===== config.mk =====
export PLATFORM = sky130hd
export DESIGN_NAME = fifo_stream_flat
export DESIGN_NICKNAME = d
export VERILOG_FILES = /design/src/rtl/fifo_stream_if.sv /design/src/rtl/fifo_stream.sv /design/src/flat_wrapper.sv
export SDC_FILE = /design/constraint.sdc
export NUM_CORES = 2
export LEC_CHECK = 0
export ABC_AREA = 1
export ABC_CLOCK_PERIOD_IN_PS = 4100
export CAP_MARGIN = 15
export CORE_MARGIN = 2
export CORE_UTILIZATION = 30
export DETAILED_ROUTE_END_ITERATION = 12
export DONT_BUFFER_PORTS = 1
export HOLD_SLACK_MARGIN = 0.05
export PLACE_DENSITY = 0.55
export REMOVE_ABC_BUFFERS = 1
export SYNTH_ARGS = -nofsm -noshare
export SYNTH_HDL_FRONTEND = slang
export SYNTH_SLANG_ARGS = --single-unit

===== constraint.sdc =====
create_clock -name clk -period 4.1 [get_ports clk]
set_input_delay 0.82 -clock clk [delete_from_list [all_inputs] [get_ports clk]]
set_output_delay 0.82 -clock clk [all_outputs]
set_load 0.02 [all_outputs]

===== src/rtl/fifo_stream_if.sv =====
// fifo_stream_if: producer and consumer valid/ready streams around fifo_stream.
interface fifo_stream_if #(parameter int WIDTH = 8);
  logic             in_valid;
  logic             in_ready;
  logic [WIDTH-1:0] in_data;
  logic             out_valid;
  logic             out_ready;
  logic [WIDTH-1:0] out_data;
  modport master (output in_valid, in_data, out_ready, input in_ready, out_valid, out_data);
  modport slave  (input in_valid, in_data, out_ready, output in_ready, out_valid, out_data);
endinterface


===== src/rtl/fifo_stream.sv =====
// fifo_stream: FWFT valid/ready FIFO, sync-read array plus 2-entry prefetch skid.
// Define FIFO_FLUSH_EN to add the flush port.
module fifo_stream #(
  parameter int WIDTH         = 8,
  parameter int DEPTH         = 256,
  parameter int AFULL_THRESH  = DEPTH - 4,
  parameter int AEMPTY_THRESH = 4,
  localparam int LW           = $clog2(DEPTH + 1)
) (
  input  logic          clk,
  input  logic          rst_n,
`ifdef FIFO_FLUSH_EN
  input  logic          flush,
`endif
  fifo_stream_if.slave  s,
  output logic [LW-1:0] level,
  output logic          almost_full,
  output logic          almost_empty
);
  localparam int PW = $clog2(DEPTH);
  logic [WIDTH-1:0] mem [DEPTH];
  logic [PW-1:0]    wr_ptr, rd_ptr;
  logic [LW-1:0]    mem_cnt, level_nxt;
  logic [WIDTH-1:0] rd_data, q0, q1;
  logic [1:0]       q_cnt, slot;
  logic             pending, ready_q, clr, accept, pop, rd_en;
`ifdef FIFO_FLUSH_EN
  assign clr = flush;
`else
  assign clr = 1'b0;
`endif
  function automatic logic [PW-1:0] inc(input logic [PW-1:0] p);
    return (p == PW'(DEPTH - 1)) ? '0 : p + 1'b1;
  endfunction
  assign accept    = s.in_valid && ready_q;
  assign pop       = s.out_ready && (q_cnt != 2'd0);
  // Issue a read only if the word still has a skid slot when it lands two edges later.
  assign rd_en     = (mem_cnt != '0) && ({1'b0, q_cnt} + {2'b0, pending} - {2'b0, pop} <= 3'd1);
  assign slot      = q_cnt - {1'b0, pop};
  assign level_nxt = level + LW'(accept) - LW'(pop);
  assign s.in_ready    = ready_q;
  assign s.out_valid   = q_cnt != 2'd0;
  assign s.out_data    = q0;
  assign almost_full   = int'(level) >= AFULL_THRESH;
  assign almost_empty  = int'(level) <= AEMPTY_THRESH;
  always_ff @(posedge clk) begin
    if (accept) mem[wr_ptr] <= s.in_data;
    if (rd_en) rd_data <= mem[rd_ptr];
  end
  always_ff @(posedge clk) begin
    if (!rst_n || clr) begin
      wr_ptr  <= '0;
      rd_ptr  <= '0;
      mem_cnt <= '0;
      level   <= '0;
      q_cnt   <= 2'd0;
      pending <= 1'b0;
      ready_q <= rst_n;
      q0      <= '0;
      q1      <= '0;
    end else begin
      if (accept) wr_ptr <= inc(wr_ptr);
      if (rd_en) rd_ptr <= inc(rd_ptr);
      mem_cnt <= mem_cnt + LW'(accept) - LW'(rd_en);
      level   <= level_nxt;
      ready_q <= level_nxt < LW'(DEPTH);
      pending <= rd_en;
      q_cnt   <= q_cnt - {1'b0, pop} + {1'b0, pending};
      if (pop) q0 <= q1;
      if (pending && slot == 2'd0) q0 <= rd_data;
      if (pending && slot == 2'd1) q1 <= rd_data;
    end
  end
endmodule


===== src/flat_wrapper.sv =====
// flat-port wrapper written by rule: the top's interface ports become plain ports
module fifo_stream_flat 
#(
  parameter int WIDTH         = 8,
  parameter int DEPTH         = 256,
  parameter int AFULL_THRESH  = DEPTH - 4,
  parameter int AEMPTY_THRESH = 4,
  localparam int LW           = $clog2(DEPTH + 1)
)
  (clk, rst_n, level, almost_full, almost_empty, s_in_valid, s_in_data, s_out_ready, s_in_ready, s_out_valid, s_out_data);
  fifo_stream_if #(.WIDTH(WIDTH)) s_i ();
  input  logic clk;
  input  logic rst_n;
  output logic [LW-1:0] level;
  output logic almost_full;
  output logic almost_empty;
  input wire logic [$bits(s_i.in_valid)-1:0] s_in_valid;
  input wire logic [$bits(s_i.in_data)-1:0] s_in_data;
  input wire logic [$bits(s_i.out_ready)-1:0] s_out_ready;
  output wire logic [$bits(s_i.in_ready)-1:0] s_in_ready;
  output wire logic [$bits(s_i.out_valid)-1:0] s_out_valid;
  output wire logic [$bits(s_i.out_data)-1:0] s_out_data;
  assign s_i.in_valid = s_in_valid;
  assign s_i.in_data = s_in_data;
  assign s_i.out_ready = s_out_ready;
  assign s_in_ready = s_i.in_ready;
  assign s_out_valid = s_i.out_valid;
  assign s_out_data = s_i.out_data;
  fifo_stream #(.WIDTH(WIDTH), .DEPTH(DEPTH), .AFULL_THRESH(AFULL_THRESH), .AEMPTY_THRESH(AEMPTY_THRESH)) u_core (.clk(clk), .rst_n(rst_n), .s(s_i), .level(level), .almost_full(almost_full), .almost_empty(almost_empty));
endmodule

==> summary.md <==
| Metric | Value |
|---|---|
| Inserted Clock Buffers | ~220 |
| Rel. slew slack | 24.4% |
| Setup-failing EPs final | 0 |
| Synth Register Bits | about 2,100 |
| Layout net count | between 8,000 and 9,000 |
| Max H-tree Level | 4 |
| Yosys cell types | 38 |
| Drc violations | 0 |
| Hold Crit Depth | 0 |
| Worst hold path type | input pin to flop |
| Synth Area in Compound Gates | between 4 and 5% |
| HPWL Detailed | between 100,000 and 150,000 µm |
| GRT Resource Usage Total | approximately 16% |
| Skew-Pair Late Insertion Delay | ~860 ps |
| Static leakage | roughly 0.037 µW |
| Synth Warn # | 0 |
| Count of final max-slew check failures | 0 |
| CTS tree | yes |
| IO Count | 33 |
| Worst clock skew | 56.5 ps |
| Leading cell type in the layout, fill and taps excluded | nand2_1 |
| Final ANT Viol Nets | 0 |
| Root Driver | clkbuf_16 |
| Most frequent cells in the layout | nand2_1, edfxtp_1, nor2_1 |
| Crit-path slowest cell | fa_1 |
| Crit-path max FO | 2 |
| Peak VDD IR | between 400 and 500 µV |
| Vias | 59,582 |
| Share of cells above drive strength 1 | 5.63% |
| Max Cap Violations | 0 |
| Area of placed instances | approximately 0.094 mm² |
| # port buffers | 0 |
| CTS Buffer Depth | 4 |
| Die width | between 500 and 600 µm |
| Wire per inst | ~20 µm |
| Cts repair resizes | 0 |
| Post-synth EDFFs | approximately 2,100 |
| Final instance area | 0.101 mm² |
| Worst Tran Pin Value | between 1000 and 1500 ps |
| Initial DRC count | slightly below 7,000 |
| Final period util | between 80% and 90% |
| Post-synthesis mux area share | 0% |
| Number of global-route vias before repair | between 50,000 and 60,000 |
| Routability cong. | between 0.8 and 0.9 |
| Fraction of registers with async set/reset | 0% |
| Req. time, crit path | a little under 5000 ps |
| Clock transition at path regs | about 60 ps |
| Largest net degree at the start of global routing | 257 |
| Post-Synth Simple-Gate Area | 19.2% |
| Crit-path leading delay family | adder cells |
| Setup TNS | 0 ps |
| Post-Synth Adder-Cell Area | less than 1% |
| Fillers | just under 30,000 |
| Die area | 0.303 mm² |
| Worst Reg2Reg Path Length in Cells | 22 |
| Main combinational cell family by area after synthesis | simple AND/OR/NAND/NOR gates |
| Num Clock Sinks | ~2,100 |
| Most used DFF post-synth | edfxtp_1 |
| Fin. Hold Viols | 0 |
| Crit path cell chain | o21a_1, nand2_1, o21ai_0, ha_1, inv_1, fa_1, o21ai_0, a21oi_1, nand2_1, inv_1, ha_1, inv_1, ha_1, inv_1, fa_1, o21ai_0, a21oi_1, nor2_1, o21ai_0, nand2_1, o21ai_0, a21oi_1 |
| Core ar. | slightly below 0.3 mm² |
| RSZ-0062 raised after global routing | false |
| Synth-to-Final Area Change | 12.5% |
| First-pass GRT wire length | 372,000 µm |
| Outcome | completed |
| Crit path capture type | flop |
| Min Tclk post-route | 3670 ps |
| Synthesized cell area | 0.0895 mm² |
| DR pass1 iterations | 6 |
| GR Overflow Total | 0 |
| Xor/xnor share of the synthesized area | 0.0587% |
| Syn Area/Cell | approximately 11 µm² |
| Fmax achieved | between 200 and 300 MHz |
| Crit Path Category | flop to flop |
| Crit path buffers/inverters | 4 |
| Effective utilization at floorplan | a little under a third |
| Instance count on the critical path | 22 |
| Post-synthesis sequential area ratio | between 70% and 80% |
| # rows | 200 |
| Critical Path AT | between 4000 and 5000 ps |
| Routed wire length | about 250,000 µm |
| Die Ht | around 550 µm |
| Via density per instance | approximately 4.8 |
| Pwr/cell area | roughly 560 mW/mm² |
| Startpoint Class | flop |
| Initial antenna violation count | 9 |
| Most frequent CP cell | o21ai_0 |
| Crit path largest cell delay | just under 500 ps |
| Synth Instances | 8,419 |
[area by class of cell]
type	instances	area (µm²)	share of cell area, %
diodes	2	5.00	0.00497
clock buffers	280	5780	5.74
clock inverters	109	941	0.935
inverters	710	2690	2.67
multi-input cells	5133	21800	21.7
flip-flops and latches	2110	62800	62.4
well taps	3939	4930	4.90
repair buffers	170	1660	1.65
[sequential cells by signal, indices dropped and copies added, names as in the netlist]
signal	cells
u_core.rd_ptr	8
u_core.q_cnt	2
u_core.pending	1
u_core.wr_ptr	8
u_core.level	9
u_core.s.out_data	8
u_core.mem	2048
u_core.mem_cnt	9
u_core.q1	8
u_core.s.in_ready	1
u_core.rd_data	8
[Yosys cell counts (all sizes together) (2+ instances only)]
master | number | area share (%)
a21oi | 108 | 0.60
a221oi | 4 | 0.039
a311oi | 5 | 0.049
a31oi | 4 | 0.028
and3 | 2 | 0.014
buf | 268 | 1.6
clkbuf | 198 | 0.83
clkinv | 10 | 0.042
dfxtp | 54 | 1.2
edfxtp | 2056 | 69
fa | 3 | 0.067
ha | 41 | 0.57
inv | 700 | 2.9
nand2 | 2342 | 9.8
nand3 | 670 | 3.7
nand4 | 6 | 0.042
nor2 | 1283 | 5.4
nor3 | 6 | 0.045
nor3b | 2 | 0.017
o211ai | 76 | 0.64
o21ai | 551 | 3.1
o22ai | 2 | 0.014
o31ai | 2 | 0.017
or2 | 15 | 0.10
xor2 | 5 | 0.049
[metal layers]
metal / part of all wire [%] / track usage (%) / vias to the layer above / wire length, µm
li1: - / - / 27903 / -
met1: 44 / 22.5 / 29239 / 111000
met2: 46 / 25.9 / 2054 / 115000
met3: 6.9 / 2.32 / 384 / 17300
met4: 2.9 / 4.70 / 2 / 7170
met5: 0.0044 / 0 / - / 11
[path summary, 6_finish.rpt]
| check | from | end | slack [ps] |
|---|---|---|---|
| worst max-delay path | u_core.q_cnt[0]$_SDFF_PN0_ | u_core.mem_cnt[6]$_SDFF_PN0_ | 430 |
| worst min-delay path | s_in_data[7] | u_core.mem[94][7]$_DFFE_PP_ | 80 |
| worst max register to register | u_core.q_cnt[0]$_SDFF_PN0_ | u_core.mem_cnt[6]$_SDFF_PN0_ | 430 |
| worst min register to register | u_core.q1[5]$_SDFFE_PN0P_ | u_core.q1[5]$_SDFFE_PN0P_ | 490 |
[through the flow]
stage          setup slack [ps]  power (µW)  utilization [%]  instances  hold slack, ps
3_5_place_dp              -13.3       37400             31.6      12059             484
5_1_grt                    54.0       58700             33.9      12451            57.1
2_1_floorplan            -54030       30400                -       7953             455
6_report                    433       56100             33.9      12453            78.8
4_1_cts                     436       56400             33.9      12450            51.4
3_3_place_gp               -205       37300             31.6      12059             475
[power breakdown]
group | switching [µW] | internal, µW
Combinational | 8950 | 3680
Sequential | 405 | 23900
Clock | 8240 | 10900
Total | 17600 | 38500
[what timing repair did]
item | 4_1_cts | 5_1_grt
hold buffers | 2 | 1
buffers inserted | 0 | 0
endpoints found under the hold margin | 12 | 1
[cell families after synthesis]
group	after synthesis
compound gates	756
xor+xnor	6
fa+ha+maj	44
flops	2110
buf+inv	1176
simple gates	4327
Power figures use the tool's default switching activity.
